## src/rtl/global_defs.sv

```systemverilog
// Shared types for the trace-driven DRAM path: parsed ops, DRAM commands,
// the address field map and default timing in clk cycles.
package global_defs;

  typedef enum logic [1:0] {
    READ   = 2'd0,
    WRITE  = 2'd1,
    IFETCH = 2'd2
  } parsed_op_t;

  typedef enum logic [2:0] {
    NOP = 3'd0,
    PRE = 3'd1,
    ACT = 3'd2,
    RD  = 3'd3,
    WR  = 3'd4
  } dram_cmd_t;

  localparam int COL_LSB   = 3;
  localparam int COL_W     = 10;
  localparam int BANK_LSB  = 13;
  localparam int BANK_W    = 4;
  localparam int ROW_LSB   = 17;
  localparam int ROW_W     = 15;
  localparam int NUM_BANKS = 1 << BANK_W;

  localparam int unsigned DEF_T_RP  = 24;
  localparam int unsigned DEF_T_RCD = 24;
  localparam int unsigned DEF_T_CCD = 8;

endpackage

```

## src/rtl/request_fifo.sv

```systemverilog
// In-order request queue with registered full/empty flags; head is readable the
// cycle after the write edge. Pushes while full are dropped, pops while empty ignored.
module request_fifo #(
  parameter int unsigned DEPTH  = 16,
  parameter int unsigned DATA_W = 34
) (
  input  logic              clk,
  input  logic              rst_n,
  input  logic              push_vld,
  input  logic [DATA_W-1:0] push_dat,
  input  logic              pop_rdy,
  output logic [DATA_W-1:0] pop_dat,
  output logic              full,
  output logic              empty
);

  localparam int PTR_W = $clog2(DEPTH);
  localparam int CNT_W = PTR_W + 1;

  logic [DATA_W-1:0] mem_q [DEPTH];
  logic [PTR_W-1:0]  wr_ptr_q, wr_ptr_d;
  logic [PTR_W-1:0]  rd_ptr_q, rd_ptr_d;
  logic [CNT_W-1:0]  count_q, count_d;
  logic              full_q, full_d;
  logic              empty_q, empty_d;
  logic              do_push, do_pop;

  // Full is judged on the registered count only, so a same-cycle pop never frees a slot early.
  assign do_push = push_vld && !full_q;
  assign do_pop  = pop_rdy && !empty_q;

  always_comb begin
    wr_ptr_d = wr_ptr_q;
    rd_ptr_d = rd_ptr_q;
    if (do_push) wr_ptr_d = wr_ptr_q + PTR_W'(1);
    if (do_pop)  rd_ptr_d = rd_ptr_q + PTR_W'(1);
    count_d = count_q + CNT_W'(do_push) - CNT_W'(do_pop);
    full_d  = (count_d == CNT_W'(DEPTH));
    empty_d = (count_d == '0);
  end

  always_ff @(posedge clk or negedge rst_n) begin
    if (!rst_n) begin
      wr_ptr_q <= '0;
      rd_ptr_q <= '0;
      count_q  <= '0;
      full_q   <= 1'b0;
      empty_q  <= 1'b1;
    end else begin
      wr_ptr_q <= wr_ptr_d;
      rd_ptr_q <= rd_ptr_d;
      count_q  <= count_d;
      full_q   <= full_d;
      empty_q  <= empty_d;
    end
  end

  always_ff @(posedge clk) begin
    if (do_push) mem_q[wr_ptr_q] <= push_dat;
  end

  assign pop_dat = mem_q[rd_ptr_q];
  assign full    = full_q;
  assign empty   = empty_q;

endmodule

```

## src/rtl/dram_cmd_scheduler.sv

```systemverilog
// Turns queued parser ops into PRE/ACT/RD/WR with tRP/tRCD/tCCD spacing; first command
// two cycles after enqueue; parser held off via queue_full. DRAM_CLOSED_PAGE_EN selects closed-page.
module dram_cmd_scheduler
  import global_defs::*;
#(
  parameter int unsigned ADDRESS_WIDTH = 32,
  parameter int unsigned QUEUE_DEPTH   = 16,
  parameter int unsigned T_RP          = DEF_T_RP,
  parameter int unsigned T_RCD         = DEF_T_RCD,
  parameter int unsigned T_CCD         = DEF_T_CCD
) (
  input  logic                     clk,
  input  logic                     rst_n,
  input  logic                     op_ready_s,
  input  parsed_op_t               opcode,
  input  logic [ADDRESS_WIDTH-1:0] address,
  output logic                     queue_full,
  output logic                     queue_empty,
  output logic                     cmd_valid,
  output dram_cmd_t                cmd,
  output logic [BANK_W-1:0]        cmd_bank,
  output logic [ROW_W-1:0]         cmd_row,
  output logic [COL_W-1:0]         cmd_col
);

  localparam int OP_W    = $bits(parsed_op_t);
  localparam int ENTRY_W = OP_W + ADDRESS_WIDTH;
  localparam int TIMER_W = 8;

  localparam logic [TIMER_W-1:0] RP_LOAD  = TIMER_W'(T_RP - 1);
  localparam logic [TIMER_W-1:0] RCD_LOAD = TIMER_W'(T_RCD - 1);
  localparam logic [TIMER_W-1:0] CCD_LOAD = TIMER_W'(T_CCD - 1);

  typedef enum logic [2:0] {
    S_IDLE,
    S_PRE,
    S_PRE_WAIT,
    S_ACT,
    S_ACT_WAIT,
    S_COL,
    S_GAP
  } state_t;

  logic [ENTRY_W-1:0]       head_dat;
  parsed_op_t               head_op;
  logic [ADDRESS_WIDTH-1:0] head_addr;
  logic [BANK_W-1:0]        head_bank;
  logic [ROW_W-1:0]         head_row;
  logic [COL_W-1:0]         head_col;
  logic                     unused_addr_lsbs;
  logic                     fifo_pop;
  logic [BANK_W-1:0]        pre_bank;
  logic                     wait_done;

  state_t                             state_q, state_d;
  logic [TIMER_W-1:0]                 timer_q, timer_d;
  logic [NUM_BANKS-1:0]               bank_open_q, bank_open_d;
  logic [NUM_BANKS-1:0][ROW_W-1:0]    bank_row_q, bank_row_d;
  logic                               cmd_valid_q, cmd_valid_d;
  dram_cmd_t                          cmd_q, cmd_d;
  logic [BANK_W-1:0]                  cmd_bank_q, cmd_bank_d;
  logic [ROW_W-1:0]                   cmd_row_q, cmd_row_d;
  logic [COL_W-1:0]                   cmd_col_q, cmd_col_d;
`ifdef DRAM_CLOSED_PAGE_EN
  logic [BANK_W-1:0]                  close_bank_q, close_bank_d;
`endif

  request_fifo #(
    .DEPTH  (QUEUE_DEPTH),
    .DATA_W (ENTRY_W)
  ) u_request_fifo (
    .clk      (clk),
    .rst_n    (rst_n),
    .push_vld (op_ready_s),
    .push_dat ({opcode, address}),
    .pop_rdy  (fifo_pop),
    .pop_dat  (head_dat),
    .full     (queue_full),
    .empty    (queue_empty)
  );

  assign head_op          = parsed_op_t'(head_dat[ADDRESS_WIDTH +: OP_W]);
  assign head_addr        = head_dat[ADDRESS_WIDTH-1:0];
  assign head_col         = head_addr[COL_LSB  +: COL_W];
  assign head_bank        = head_addr[BANK_LSB +: BANK_W];
  assign head_row         = head_addr[ROW_LSB  +: ROW_W];
  assign unused_addr_lsbs = ^head_addr[COL_LSB-1:0];

`ifdef DRAM_CLOSED_PAGE_EN
  assign pre_bank = close_bank_q;
`else
  assign pre_bank = head_bank;
`endif

  // Waits end one cycle early so the next command registers exactly T cycles after the last.
  assign wait_done = (timer_q <= TIMER_W'(1));

  always_comb begin
    state_d     = state_q;
    timer_d     = timer_q;
    bank_open_d = bank_open_q;
    bank_row_d  = bank_row_q;
    cmd_valid_d = 1'b0;
    cmd_d       = NOP;
    cmd_bank_d  = cmd_bank_q;
    cmd_row_d   = cmd_row_q;
    cmd_col_d   = cmd_col_q;
    fifo_pop    = 1'b0;
`ifdef DRAM_CLOSED_PAGE_EN
    close_bank_d = close_bank_q;
`endif

    case (state_q)
      S_IDLE: begin
        if (!queue_empty) begin
          if (!bank_open_q[head_bank])                  state_d = S_ACT;
          else if (bank_row_q[head_bank] == head_row)   state_d = S_COL;
          else                                          state_d = S_PRE;
        end
      end
      S_PRE: begin
        cmd_valid_d           = 1'b1;
        cmd_d                 = PRE;
        cmd_bank_d            = pre_bank;
        bank_open_d[pre_bank] = 1'b0;
        timer_d               = RP_LOAD;
        state_d               = S_PRE_WAIT;
      end
      S_PRE_WAIT: begin
        if (wait_done) begin
          timer_d = '0;
`ifdef DRAM_CLOSED_PAGE_EN
          state_d = S_IDLE;
`else
          state_d = S_ACT;
`endif
        end else begin
          timer_d = timer_q - TIMER_W'(1);
        end
      end
      S_ACT: begin
        cmd_valid_d            = 1'b1;
        cmd_d                  = ACT;
        cmd_bank_d             = head_bank;
        cmd_row_d              = head_row;
        bank_open_d[head_bank] = 1'b1;
        bank_row_d[head_bank]  = head_row;
        timer_d                = RCD_LOAD;
        state_d                = S_ACT_WAIT;
      end
      S_ACT_WAIT: begin
        if (wait_done) begin
          timer_d = '0;
          state_d = S_COL;
        end else begin
          timer_d = timer_q - TIMER_W'(1);
        end
      end
      S_COL: begin
        cmd_valid_d = 1'b1;
        cmd_d       = (head_op == WRITE) ? WR : RD;
        cmd_bank_d  = head_bank;
        cmd_col_d   = head_col;
        fifo_pop    = 1'b1;
        timer_d     = CCD_LOAD;
        state_d     = S_GAP;
`ifdef DRAM_CLOSED_PAGE_EN
        close_bank_d = head_bank;
`endif
      end
      S_GAP: begin
        if (wait_done) begin
          timer_d = '0;
`ifdef DRAM_CLOSED_PAGE_EN
          state_d = S_PRE;
`else
          state_d = S_IDLE;
`endif
        end else begin
          timer_d = timer_q - TIMER_W'(1);
        end
      end
      default: state_d = S_IDLE;
    endcase
  end

  always_ff @(posedge clk or negedge rst_n) begin
    if (!rst_n) begin
      state_q     <= S_IDLE;
      timer_q     <= '0;
      bank_open_q <= '0;
      bank_row_q  <= '0;
      cmd_valid_q <= 1'b0;
      cmd_q       <= NOP;
      cmd_bank_q  <= '0;
      cmd_row_q   <= '0;
      cmd_col_q   <= '0;
`ifdef DRAM_CLOSED_PAGE_EN
      close_bank_q <= '0;
`endif
    end else begin
      state_q     <= state_d;
      timer_q     <= timer_d;
      bank_open_q <= bank_open_d;
      bank_row_q  <= bank_row_d;
      cmd_valid_q <= cmd_valid_d;
      cmd_q       <= cmd_d;
      cmd_bank_q  <= cmd_bank_d;
      cmd_row_q   <= cmd_row_d;
      cmd_col_q   <= cmd_col_d;
`ifdef DRAM_CLOSED_PAGE_EN
      close_bank_q <= close_bank_d;
`endif
    end
  end

  assign cmd_valid = cmd_valid_q;
  assign cmd       = cmd_q;
  assign cmd_bank  = cmd_bank_q;
  assign cmd_row   = cmd_row_q;
  assign cmd_col   = cmd_col_q;

endmodule

```

## config.mk

```make
export PLATFORM = sky130hd
export DESIGN_NAME = dram_cmd_scheduler
export DESIGN_NICKNAME = d
export VERILOG_FILES = /design/src/rtl/global_defs.sv /design/src/rtl/request_fifo.sv /design/src/rtl/dram_cmd_scheduler.sv
export SDC_FILE = /design/constraint.sdc
export NUM_CORES = 1
export LEC_CHECK = 0
export ABC_AREA = 1
export CELL_PAD_IN_SITES_DETAIL_PLACEMENT = 0
export CELL_PAD_IN_SITES_GLOBAL_PLACEMENT = 1
export CORE_AREA = 2 2 259 261
export CTS_CLUSTER_DIAMETER = 200
export DETAILED_ROUTE_END_ITERATION = 8
export DIE_AREA = 0 0 261 263
export PLACE_DENSITY_LB_ADDON = 0.15
export REMOVE_ABC_BUFFERS = 1
export SYNTH_ARGS = -nofsm -noshare
export SYNTH_HDL_FRONTEND = slang
export SYNTH_SLANG_ARGS = --single-unit
```

## constraint.sdc

```tcl
create_clock -name clk -period 8.9 [get_ports clk]
set_input_delay 1.78 -clock clk [delete_from_list [all_inputs] [get_ports clk]]
set_output_delay 1.78 -clock clk [all_outputs]
set_load 0.02 [all_outputs]
```

# After elaboration in Yosys (flattened, before gate mapping)
# Memory sizes are Yosys's and may differ from the RTL's.
# Index checks and enable logic that the tools add are counted.
dict set report word_totals {
  register_bits 315
  mem_bits_rw 544
  inputBits 37
  out_inout_bits 35
  n_memories 1
}
dict set report classes {
  n_addsub 5
  magnitude_cmp 3
  eq_ne 13
  muxes 25
  bitwise_logic 3
  n_reduce_logical 13
}
# name words word_bits read_ports rd_ports_with_merged_regs write_ports line
set mem_list {}
lappend mem_list {u_request_fifo.mem_q 16 34 1 0 1 request_fifo.sv:20} ;# logic [DATA_W-1:0] mem_q [DEPTH];
# op count
set ops {}
lappend ops {{$bwmux W240} 1}
lappend ops {{$bmux W15 S4} 1}
lappend ops {{$demux W15 S4} 1}
lappend ops {{$pmux W16 S2} 1}
lappend ops {{$mux W15} 2}
lappend ops {{$pmux W8 S3} 1}
lappend ops {{$mux W3} 7}
lappend ops {{$pmux W3 S7} 1}
lappend ops {{$and A16 B16 Y16} 1}
lappend ops {{$not A16 Y16} 1}
lappend ops {{$or A16 B16 Y16} 1}
lappend ops {{$eq A15 B15 Y1} 1}
lappend ops {{$eq A3 B3 Y1 const B} 3}
lappend ops {{$pmux W3 S3} 1}
lappend ops {{$add A4 B1 Y4 const B} 2}
lappend ops {{$le A8 B1 Y1 const B} 1}
lappend ops {{$mux W8} 1}
lappend ops {{$ne A2 B2 Y1 const B} 4}
lappend ops {{$sub A8 B1 Y8 const B} 1}
lappend ops {{$eq A3 B2 Y1 const B} 2}
lappend ops {{$mux W1} 6}
lappend ops {{$reduce_or A3 Y1} 2}
lappend ops {{$add A5 B1 Y5} 1}
lappend ops {{$eq A5 B5 Y1 const B} 1}
lappend ops {{other kinds (15)} 18}

# Depth between registers and ports, before layout
# Gate-level depths: netlist of run 1.
# An unclocked memory read counts as a cell.
dict set report depth {
  ltp_word 8
  ltp_mapped 25
}

# Modules after synthesis
# From an unflattened synthesis of run 1, not the netlist that was laid out.
dict set report hier_totals {
  hier_cells 4144
  area_unflattened_um2 38424.4
}
# module instances cells_per_inst area_per_inst_um2 seq_area_each_um2
set modules_own_cells {}
lappend modules_own_cells {request_fifo 1 2288 24292.0 16712.3}
lappend modules_own_cells {dram_cmd_scheduler 1 1856 14132.3 7507.2}

# Least setup slack after synthesis of run 1
# OpenSTA, ideal clock, no wires.
dict set report synth_path {
  kind {input-to-reg}
  start {in op_ready_s}
  end {mem u_request_fifo.mem_q[11][10] (enable)}
  setup_time_ns 0.419
  t_arrival_ns 3.696
  required_ns 8.481
  path_slack_ns 4.785
  cell_stages 4
  n_path_buf 0
  path_cell_list {inv_1 -> nor2_1 -> nand2_1 -> nor2_1}
}
dict set report synth_between {
  elab_chain_cells 3
}
# element line
set synth_lines {}
lappend synth_lines {{start: declaration} dram_cmd_scheduler.sv:14} ;# input logic op_ready_s,
lappend synth_lines {{$logic_and A1 B1 Y1} request_fifo.sv:29} ;# assign do_push = push_vld && !full_q;
lappend synth_lines {{net u_request_fifo.do_push} request_fifo.sv:26} ;# logic do_push, do_pop;
lappend synth_lines {{$mux W1} request_fifo.sv:59} ;# if (do_push) mem_q[wr_ptr_q] <= push_dat;
lappend synth_lines {{$mux W1 (implied by the code)} request_fifo.sv:59}
lappend synth_lines {{end: declaration} request_fifo.sv:20}
# The timed path passes the listed nets, and every way through them passes these cells.

==> out/qor.csv, run 1 <==
metric;value;unit
outcome;complete, no violations;
post-route-drc-count;0;
fin_crit;5.32;ns
grt_pass1_vias;23900;
grt_antenna_before_repair;0;
rows;94;
ys_ff_latch;811;
p_per_area;402;nW/um^2
overflow;0;
synthesis.instances;3408;
synthDistinctLibCells;43;
fp.dieW;261;um
cellLeakagePower;15.8;nW
placed_area;36100;um^2
netlist_area;34700;um^2
grt_pass1_wl;139000;um
ff2ff_path_depth;14;
slew_headroom;19.4;%
crit_start;u_request_fifo.rd_ptr_q[0];
tightest_slew;1.21;ns
post_cts_buffers;0;
layout-drive-gt1-share;6.46;%
end_kind;register;
grt_max_degree;134;
synth_area_leader_cell;edfxtp_1;
synth_edf_count;496;
min_to;bank_row_q[153];
wl_met3;4630;um
dr_wl_met2;44800;um
slew_viol_final;0;
clock_latency;0.63;ns
first_pass_iters;6;
start_kind;register;
yosysSeqAreaShare;65.6;%
crit_required;9.33;ns
portBuffers;68;
vdd_drop_max;0.312;mV
timing.final.crit_share;59.8;%
synth_area_leaders;edfxtp_1 (43%), dfrtp_1 (23%), nand2_1 (12%);
rsz0062_at_grt;no;
dpl.hpwl;47100;um
clock.fmax;188;MHz
fin_nets;3446;
cts_buffers;84;
holdCritStartpoint;bank_row_q[153];
viasPerCell;5.62;
synth_ff_type;edfxtp_1;
synth-async-reset-ratio;38.8;%
fp.dieArea;68600;um^2
hold_viol;0;
drt-initial-drc-count;2289;
crit_type;reg2reg;
netlist.area_leader.share;42.9;%
io_pins;72;
wl_met1;38000;um
cap_viol_max_count;0;
wl_per_cell;20.8;um
cts_buffer_depth;3;
fillers;5443;
syn_to_final_growth;12.1;%
htree_levels;3;
cts_tree;yes;
post-route-util;59.3;%
vias;24300;
start_util;52.9;%
finClkSkew;0.0253;ns
fp.dieH;263;um
r2r-start;u_request_fifo.rd_ptr_q[0];
cts_root_buf;clkbuf_16;
hold_path.class;reg2reg;
ant_nets;0;
syn_area_per_cell;10.2;um^2
final_area;38900;um^2
crit_arrival;5.75;ns
reg2reg_slack;3.58;ns
post_cts_resized;0;
clock_sinks;811;
routed_wl;90000;um
setup_viol;0;
yosys_warnings;0;
hold-path-cell-count;2;
gp_congestion;0.826;
cts_hold_buf;0;
grt_use_total;26.4;%
path_clk_slew;0.06;ns
highest_layer;met4;
worstPathMaxFanout;94;
core_area;65600;um^2
critical path, cell delays in order (launching register included):
cell and delay [ns]:
dfrtp_4 0.44, buf_4 0.76, buf_4 0.62, nand2_1 0.10, nand3_1 0.11, nand3_1 0.09
nand3_1 0.13, nand2_2 0.11, inv_2 0.59, buf_4 0.56, nor2_1 0.18, nand2_1 0.24
nor2_1 0.08, nand2_1 0.76, o21ai_0 0.24
sequential cells by signal, indices dropped and copies added (netlist names), named ones only:
signal                   cells
u_request_fifo.count_q       5
u_request_fifo.empty         1
cmd                          3
u_request_fifo.mem_q       496
cmd_col                     10
state_q                      3
bank_row_q                 240
timer_q                      8
cmd_valid                    1
u_request_fifo.full          1
cmd_bank                     4
u_request_fifo.rd_ptr_q      4
u_request_fifo.wr_ptr_q      4
cmd_row                     15
cell type report:
class / instances / area, um^2 / area share, %
clock buffers: 123 / 2450 / 6.30
repair buffers: 124 / 1110 / 2.84
multi-input cells: 2174 / 10400 / 26.7
clock inverters: 33 / 370 / 0.951
flip-flops and latches: 811 / 22800 / 58.5
well taps: 864 / 1080 / 2.78
inverters: 201 / 762 / 1.96
diodes: 1 / 2.50 / 0.00643
how the worst max path moves through the flow:
stage	to	slack (ns)
global route	bank_row_q[237]	3.19
detailed placement	bank_row_q[46]	3.60
global placement	bank_row_q[59]	3.75
CTS	bank_row_q[53]	3.59
finish	register	3.58
floorplan	bank_row_q[24]	-2.57
synthesized netlist by cell type, drive strengths merged, types with 14 or more instances:
| cell type | count |
|---|---|
| nand3 | 84 |
| o211ai | 18 |
| nand3b | 79 |
| a21oi | 126 |
| o221ai | 28 |
| a221oi | 26 |
| clkbuf | 136 |
| nor2 | 197 |
| dfrtp | 314 |
| buf | 86 |
| edfxtp | 496 |
| o21ai | 428 |
| o22ai | 18 |
| a32o | 14 |
| inv | 201 |
| nand2 | 1071 |
placed cells by master (no fill, tap or decap), types with 28 or more instances in the layout:
| master | n |
|---|---|
| a21oi_1 | 126 |
| buf_4 | 56 |
| clkbuf_16 | 88 |
| clkdlybuf4s50_1 | 67 |
| dfrtp_1 | 311 |
| edfxtp_1 | 496 |
| inv_1 | 195 |
| nand2_1 | 1069 |
| nand3_1 | 82 |
| nand3b_1 | 79 |
| nor2_1 | 177 |
| o21ai_0 | 391 |
| o21ai_1 | 37 |
| o221ai_1 | 28 |
per-layer routing:
metal,global-route usage (%),up-vias
met5,0,-
met4,9.09,0
met3,3.38,158
met2,45.9,658
met1,34.2,12000
li1,-,11500
logic make-up (layout without fill, tap and decap cells):
kind of cell	count (synthesis)	count (layout)	share of synthesized area [%]
AO/OA/AOI/OAI	699	699	11.5
XOR/XNOR	15	15	0.378
adder cells (fa/ha/maj)	13	13	0.490
buffers and inverters	423	481	5.07
flip-flops	811	811	65.6
other	0	1	0
AND/OR/NAND/NOR	1447	1447	17.0
metrics by stage:
step	hold slack [ns]	power [mW]	worst slack (ns)	setup TNS (ns)	instances
6_report	0.477	15.7	3.58	0	4331
5_1_grt	0.495	16.8	3.19	0	4330
4_1_cts	0.479	15.7	3.59	0	4330
3_5_place_dp	0.464	12.1	3.60	0	4174
3_3_place_gp	0.457	12.0	3.75	0	4174
2_1_floorplan	0.444	9.62	-2.57	-641.03	3186
where the power goes:
part | total, mW | internal, mW | switching (mW) | leakage (nW)
sequential | 5.14 | 4.77 | 0.368 | 8.63
clock | 3.57 | 2.12 | 1.45 | 1.39
combinational | 6.96 | 2.06 | 4.90 | 5.75
total | 15.7 | 8.95 | 6.72 | 15.8
Power figures use the tool's default switching activity.
==> run 2, diff against run 1 <==
CORE_AREA = 2 2 281 283   (was 2 2 259 261)
DIE_AREA = 0 0 283 285   (was 0 0 261 263)
clock period = 4.4 ns   (was 8.9 ns; I/O delays follow)
==> out/qor.csv, run 2 (synthesis gave the netlist of run 1 again) <==
metric;value;unit
outcome;complete, no violations;
crit_arrival;4.53;ns
fin_nets;3488;
final_cell_mix;nand2_1 (1069), edfxtp_1 (496), o21ai_0 (391), dfrtp_1 (311), inv_1 (195);
fp.dieW;283;um
layout-drive-gt1-share;7.94;%
fp.dieH;285;um
comb_power_share;44.3;%
tns;0;ns
drt-initial-drc-count;1706;
cts_tree;yes;
hold_slack;0.218;ns
grt_use_total;23.1;%
hold_viol;0;
dpl.hpwl;51500;um
rsz0062_at_grt;no;
crit_start;u_request_fifo.rd_ptr_q[0];
ant_nets;0;
syn_to_final_growth;14.6;%
crit_type;reg2reg;
clock.fmax;253;MHz
vdd_drop_max;0.564;mV
start_kind;register;
cts_buffers;87;
final_common_cell;nand2_1;
fillers;6952;
grt_antenna_before_repair;3;
crit_required;4.98;ns
largest_reg_flops;496;
portBuffers;68;
worstReg2RegEnd;state_q[2];
cellLeakagePower;16.1;nW
ff_latch_area;22800;um^2
use_met3;2.92;%
vias;24300;
gp_congestion;0.785;
power.share.switching;42.4;%
r2r-start;u_request_fifo.rd_ptr_q[0];
cts_root_buf;clkbuf_16;
viasPerCell;5.33;
wl_per_cell;20.5;um
grt_pass1_vias;24300;
tightest_slew;0.770;ns
ff2ff_path_depth;23;
cts_buffer_depth;3;
use_met1;29.3;%
post-route-drc-count;0;
fp.dieArea;80700;um^2
end_kind;register;
slew_headroom;48.7;%
power;32.2;mW
fin_crit;3.95;ns
start_util;44.5;%
top_usage_layer;met2;
hold_path.class;in2async;
clock_latency;0.65;ns
overflow;0;
rows;103;
core_area;78000;um^2
p_int;18.5;mW
cap_viol_max_count;0;
clock_sinks;811;
multiInputGateArea;10400;um^2
htree_levels;3;
post_cts_buffers;0;
max_flop_register;u_request_fifo.mem_q;
pwr-share-seq;32.0;%
first_pass_iters;5;
path_clk_slew;0.06;ns
reg2reg_slack;0.45;ns
timing.final.crit_share;89.8;%
routed_wl;93300;um
switching_power;13.6;mW
io_pins;72;
setup_viol;0;
finClkSkew;0.0352;ns
grt_pass1_wl;144000;um
post-route-util;51.0;%
grt_max_degree;174;
p_clk_share;23.7;%
crit_path_end;state_q[2];
worstPathMaxFanout;51;
p_per_area;809;nW/um^2
slew_viol_final;0;
grt_use_met2;41.5;%
-- run 2: layout make-up --
type,instances,share of cell area (%)
clock inverters,43,1.42
repair buffers,162,3.70
multi-input cells,2175,26.1
flip-flops and latches,811,57.3
inverters,201,1.92
clock buffers,120,6.27
well taps,1050,3.30
diodes,1,0.00629
-- run 2: metal layers --
| layer | routed length [um] | vias up |
|---|---|---|
| met4 | 2350 | 4 |
| met2 | 47200 | 541 |
| met1 | 39800 | 12000 |
| met3 | 3940 | 158 |
| met5 | 26 | - |
| li1 | - | 11600 |
-- run 2: through the flow --
stage / cell area, um^2 / setup slack, ns / instances
after global placement: 36700 / 0.327 / 4398
final: 39800 / 0.449 / 4563
after floorplan: 33700 / -7.07 / 3186
after CTS: 39800 / 0.332 / 4561
after detailed placement: 36700 / 0.371 / 4398
after global routing: 39800 / 0.0457 / 4563
-- run 2: power groups by stage --
| stage | clock network [mW] | logic, mW | registers [mW] |
|---|---|---|---|
| after floorplan | 0 | 8.71 | 10.7 |
| after global placement | 0 | 14.2 | 10.4 |
| after detailed placement | 0 | 14.4 | 10.4 |
| after CTS | 7.78 | 14.4 | 10.3 |
| after global routing | 8.11 | 16.1 | 10.5 |
| final | 7.62 | 14.3 | 10.3 |
-- run 2: repair_timing --
item | 4_1_cts | 5_1_grt
endpoints found under the setup margin | 0 | 1
resized for setup | 0 | 2
hold buffers | 0 | 0
-- run 2: worst min-delay path by stage --
stage / from / cells past startpoint / to
after floorplan: bank_row_q[100] / 2 / bank_row_q[100]
after global placement: bank_row_q[186] / 2 / bank_row_q[186]
after detailed placement: bank_row_q[103] / 2 / bank_row_q[103]
after CTS: rst_n / 1 / bank_row_q[124]
after global routing: rst_n / 1 / bank_row_q[154]
final: rst_n / 1 / bank_row_q[139]
-- run 2: worst max-delay path, stage by stage (launching register included) --
cell and delay (ns):
dfrtp_4 0.54, inv_6 0.32, buf_4 0.38, nand2_1 0.10, nand3_1 0.08, nand3_1 0.13
nand3_4 0.25, buf_4 0.56, nand3b_1 0.14, nand2_1 0.09, nand2_1 0.05, nand2_1 0.07
nand2_1 0.04, nand2_1 0.16, nor2_1 0.07, nand2_1 0.06, nand2_1 0.07, nor2_1 0.16
nand2_1 0.08, nor2_1 0.09, nand2_1 0.16, nand2_1 0.10, nand2_1 0.05, nand2_1 0.06
